File: config.mk
export PLATFORM = sky130hd
export DESIGN_NAME = instr_fetch
export DESIGN_NICKNAME = d
export VERILOG_FILES = /design/src/rtl/instr_fetch.sv
export SDC_FILE = /design/constraint.sdc
export NUM_CORES = 1
export LEC_CHECK = 0
export CAP_MARGIN = 40
export CORE_AREA = 2 2 57 59
export CTS_BUF_LIST = sky130_fd_sc_hd__clkbuf_8
export DETAILED_ROUTE_END_ITERATION = 6
export DIE_AREA = 0 0 59 61
export PLACE_DENSITY = 0.85
export SLEW_MARGIN = 25
export SYNTH_ARGS = -nofsm -noshare
export SYNTH_HDL_FRONTEND = slang
export SYNTH_SLANG_ARGS = --single-unit
File: constraint.sdc
create_clock -name clk -period 4 [get_ports clk]
set_input_delay 1 -clock clk [delete_from_list [all_inputs] [get_ports clk]]
set_output_delay 1 -clock clk [all_outputs]
set_load 0.02 [all_outputs]
File: src/rtl/instr_fetch.sv
// Instruction fetch sequencer: requests one word per instruction, issues it to the
// control unit for one cycle, and handles run/step/halt sequencing.
//
// state  | meaning
// -------+------------------------------------------------------------
// IDLE   | after reset; waits for start (ignored while halt_req=1)
// REQ    | imem_re=1 with imem_addr=pc for one cycle
// WAIT   | read data returns; captured into ir; HALT_OP stops here
// ISSUE  | instr_valid=1, opcode/k from ir; pc advances at cycle end
// PAUSE  | single-step hold; step or step_mode=0 resumes fetching
// HALT   | halted=1; start restarts from pc=0
module instr_fetch #(
  parameter int         PC_W    = 8,
  parameter logic [6:0] NOP_OP  = 7'h7F,
  parameter logic [6:0] HALT_OP = 7'h7E
) (
  input  logic            clk,
  input  logic            rst,
  input  logic            start,
  input  logic            halt_req,
  input  logic            step_mode,
  input  logic            step,
  output logic            imem_re,
  output logic [PC_W-1:0] imem_addr,
  input  logic [14:0]     imem_rdata,
  output logic [6:0]      opcode,
  output logic [7:0]      k,
  output logic            instr_valid,
  output logic [PC_W-1:0] pc,
  output logic            halted
);

  typedef enum logic [2:0] {
    S_IDLE  = 3'd0,
    S_REQ   = 3'd1,
    S_WAIT  = 3'd2,
    S_ISSUE = 3'd3,
    S_PAUSE = 3'd4,
    S_HALT  = 3'd5
  } state_t;

  state_t          state, state_nxt;
  logic [14:0]     ir;
  logic            ir_load;
  logic            pc_inc;
  logic            pc_clr;

  always_ff @(posedge clk or posedge rst) begin
    if (rst) begin
      state <= S_IDLE;
      pc    <= '0;
      ir    <= '0;
    end else begin
      state <= state_nxt;
      if (ir_load) ir <= imem_rdata;
      if (pc_clr)      pc <= '0;
      else if (pc_inc) pc <= pc + 1'b1;
    end
  end

  always_comb begin
    state_nxt = state;
    ir_load   = 1'b0;
    pc_inc    = 1'b0;
    pc_clr    = 1'b0;
    unique case (state)
      S_IDLE: begin
        if (start && !halt_req) state_nxt = S_REQ;
      end
      S_REQ: begin
        state_nxt = S_WAIT;
      end
      S_WAIT: begin
        // Decide on the returning word directly; ir is loaded on the same edge.
        ir_load = 1'b1;
        if (imem_rdata[14:8] == HALT_OP) state_nxt = S_HALT;
        else                             state_nxt = S_ISSUE;
      end
      S_ISSUE: begin
        pc_inc = 1'b1;
        if (halt_req)       state_nxt = S_HALT;
        else if (step_mode) state_nxt = S_PAUSE;
        else                state_nxt = S_REQ;
      end
      S_PAUSE: begin
        if (halt_req)                state_nxt = S_HALT;
        else if (step || !step_mode) state_nxt = S_REQ;
      end
      S_HALT: begin
        if (start) begin
          pc_clr    = 1'b1;
          state_nxt = S_REQ;
        end
      end
      default: begin
        state_nxt = S_IDLE;
      end
    endcase
  end

  // Outputs decode straight from the state register so reset forces them at once.
  assign imem_re     = (state == S_REQ);
  assign imem_addr   = pc;
  assign instr_valid = (state == S_ISSUE);
  assign opcode      = instr_valid ? ir[14:8] : NOP_OP;
  assign k           = instr_valid ? ir[7:0]  : 8'h00;
  assign halted      = (state == S_HALT);

endmodule

==> impl_metrics.env <==
export IMPL_cts_buffers=3
export IMPL_nFillCells=254
export IMPL_route_detailed_drc=0
export IMPL_clkLatencyLatePin_ns=0.27
export IMPL_viasPerCell=5.36
export IMPL_synth_main_ff_cell="dfrtp_1"
export IMPL_wl_per_cell_um=14.5
export IMPL_critPathMaxFanout=18
export IMPL_drt_iter0_markers=11
export IMPL_final_common_cell="clkdlybuf4s50_1"
export IMPL_start_util=0.466
export IMPL_holdBufCountCts=0
export IMPL_worst_pin_slew_ns=0.777
export IMPL_cts_tree="built"
export IMPL_cts_setup_buffers=0
export IMPL_maxSlewViolCount=0
export IMPL_syn_avg_cell_area_um2=10.8
export IMPL_netlist_instances=127
export IMPL_antenna_found_initial=0
export IMPL_synth_edf_count=0
export IMPL_clkSlewWorstSetupHoldPaths_ns=0.09
export IMPL_critPathLaunchType="flop"
export IMPL_rsz0062_at_grt="false"
export IMPL_crit_path_end_kind="primary output"
export IMPL_power_density_nw_per_um2=774
export IMPL_clock_fmax_ghz=0.292
export IMPL_synthTopCellsByArea="dfrtp_1 (47%), mux2_2 (12%), buf_4 (5.5%)"
export IMPL_place_hpwl_um=2300
export IMPL_grt_pass1_vias=1079
export IMPL_mappedNetlistArea_um2=1380
export IMPL_hold_viol=0
export IMPL_clockBufferDepth=2
export IMPL_most_common_layout_cells="clkdlybuf4s50_1 (54), dfrtp_1 (26), mux2_2 (15)"
export IMPL_required_ns=3.00
export IMPL_antennaDiodeCount=0
export IMPL_yosys_area_top_type_share=0.473
export IMPL_drt_total_wl_um=2980
export IMPL_cts_resized=0
export IMPL_setup_viol=0
export IMPL_drive_gt1_frac=0.162
export IMPL_core_area_um2=2950
export IMPL_design_portCount=55
export IMPL_critical_path_class="flop to primary output"
export IMPL_vias=1105
export IMPL_gr_usage_all_layers=0.176
export IMPL_yosysTopAreaCell="dfrtp_1"
export IMPL_antenna_left=0
export IMPL_htree_levels=1
export IMPL_netlist_cell_type_count=34
export IMPL_final_nets=196
export IMPL_peakVddDrop_mv=0.382
export IMPL_die_h_um=61
export IMPL_synthArstFlopShare=1.00
export IMPL_cts_root_buf="clkbuf_8"
export IMPL_timing_hold_ws_ns=0.509
export IMPL_seq_area_frac_synth=0.473
export IMPL_syn_to_final_growth_pct=40.5
export IMPL_clock_skew_ns=0.00555
export IMPL_maxSlewHeadroom=0.482
export IMPL_grt_overflow=0
export IMPL_leakage_nw=0.774
export IMPL_dieArea_um2=3600
export IMPL_place_congestion=0.806
export IMPL_cp_arrival_ns=2.43
export IMPL_portBuffers=54
export IMPL_hold_path_class="flop to flop"
export IMPL_grt_max_degree=19
export IMPL_synth_fp_nets=149
export IMPL_die_x_um=59
export IMPL_drv_cap=0
export IMPL_fin_crit_sh=0.857
export IMPL_total_power_mw=1.49
export IMPL_final_setup_tns_ns=0
export IMPL_dr_pass1_iters=4
export IMPL_ys_ff_latch=26
export IMPL_yosysWarnings=0
export IMPL_period_needed_ns=3.43
export IMPL_outcome="complete, no violations"
export IMPL_num_rows=20
export IMPL_grt_pass1_wl_um=4850
export IMPL_cts_sinks=26
flip-flops by register name, summed over array words and instances, names as in the netlist:
| register | flops |
|---|---|
| ir | 15 |
| imem_addr | 8 |
| state | 3 |
cell families (layout without fill, tap and decap cells):
group	Yosys count	in the layout	synth area share
multiplexers	15	15	0.123
AND/OR/NAND/NOR	48	48	0.226
buffers and inverters	17	63	0.0801
flip-flops	26	26	0.473
XOR/XNOR	1	1	0.00637
AO/OA/AOI/OAI	19	19	0.0828
adder cells (fa/ha/maj)	1	1	0.00910
cell usage after synthesis (2+ instances only):
master and count:
dfrtp_1 26, mux2_2 15, buf_4 10, and2_1 9, nand2b_1 9, o21ai_0 7, a21oi_1 6, nand2_1 5
nor2_1 5, inv_1 4, o31ai_1 3, or3_2 3, and3b_2 2, nand3_1 2, nand4_1 2
worst max-delay path, stage by stage, from the launching register on:
cell	delay [ns]
dfrtp_1	0.55
nand3b_1	0.32
inv_1	0.47
and2_1	0.21
clkdlybuf4s50_1	0.60
report_power, final:
part	total, mW	switching [mW]	internal (mW)
Sequential	0.526	0.129	0.397
Clock	0.167	0.0794	0.0878
Combinational	0.801	0.374	0.427
final cells by class:
class / count / area (um2) / share of cell area
clock buffer: 4 / 55.1 / 0.0285
timing repair buffer: 55 / 556 / 0.288
multi-input combinational: 84 / 614 / 0.318
sequential: 26 / 651 / 0.337
inverter: 4 / 15.0 / 0.00777
tap: 33 / 41.3 / 0.0214
metal layers:
layer / share of wire / global-route usage
met2: 0.51 / 0.338
met3: 0.073 / 0.0320
met1: 0.41 / 0.202
met5: 0 / 0
met4: 0.0074 / 0.0390
metrics by stage:
step	instance area, um2	instances	utilization	worst slack, ns
after global routing	1930	206	0.654	0.387
after CTS	1930	206	0.654	0.540
after global placement	1860	201	0.631	0.984
final	1930	206	0.654	0.572
after detailed placement	1880	202	0.636	0.861
after floorplan	1380	127	-	1.67
final timing paths:
kind | startpoint | end | slack, ns | cells past startpoint
min reg2reg | ir[8] | ir[8] | 0.51 | 1
min | ir[8] | ir[8] | 0.51 | 1
max in group asynchronous | rst | ir[5] | 2.54 | 3
max reg2reg | state[0] | ir[7] | 2.25 | 2
min in group asynchronous | rst | state[0] | 1.01 | 2
max | state[0] | k[6] | 0.57 | 4
(Power assumes the default switching activity.)
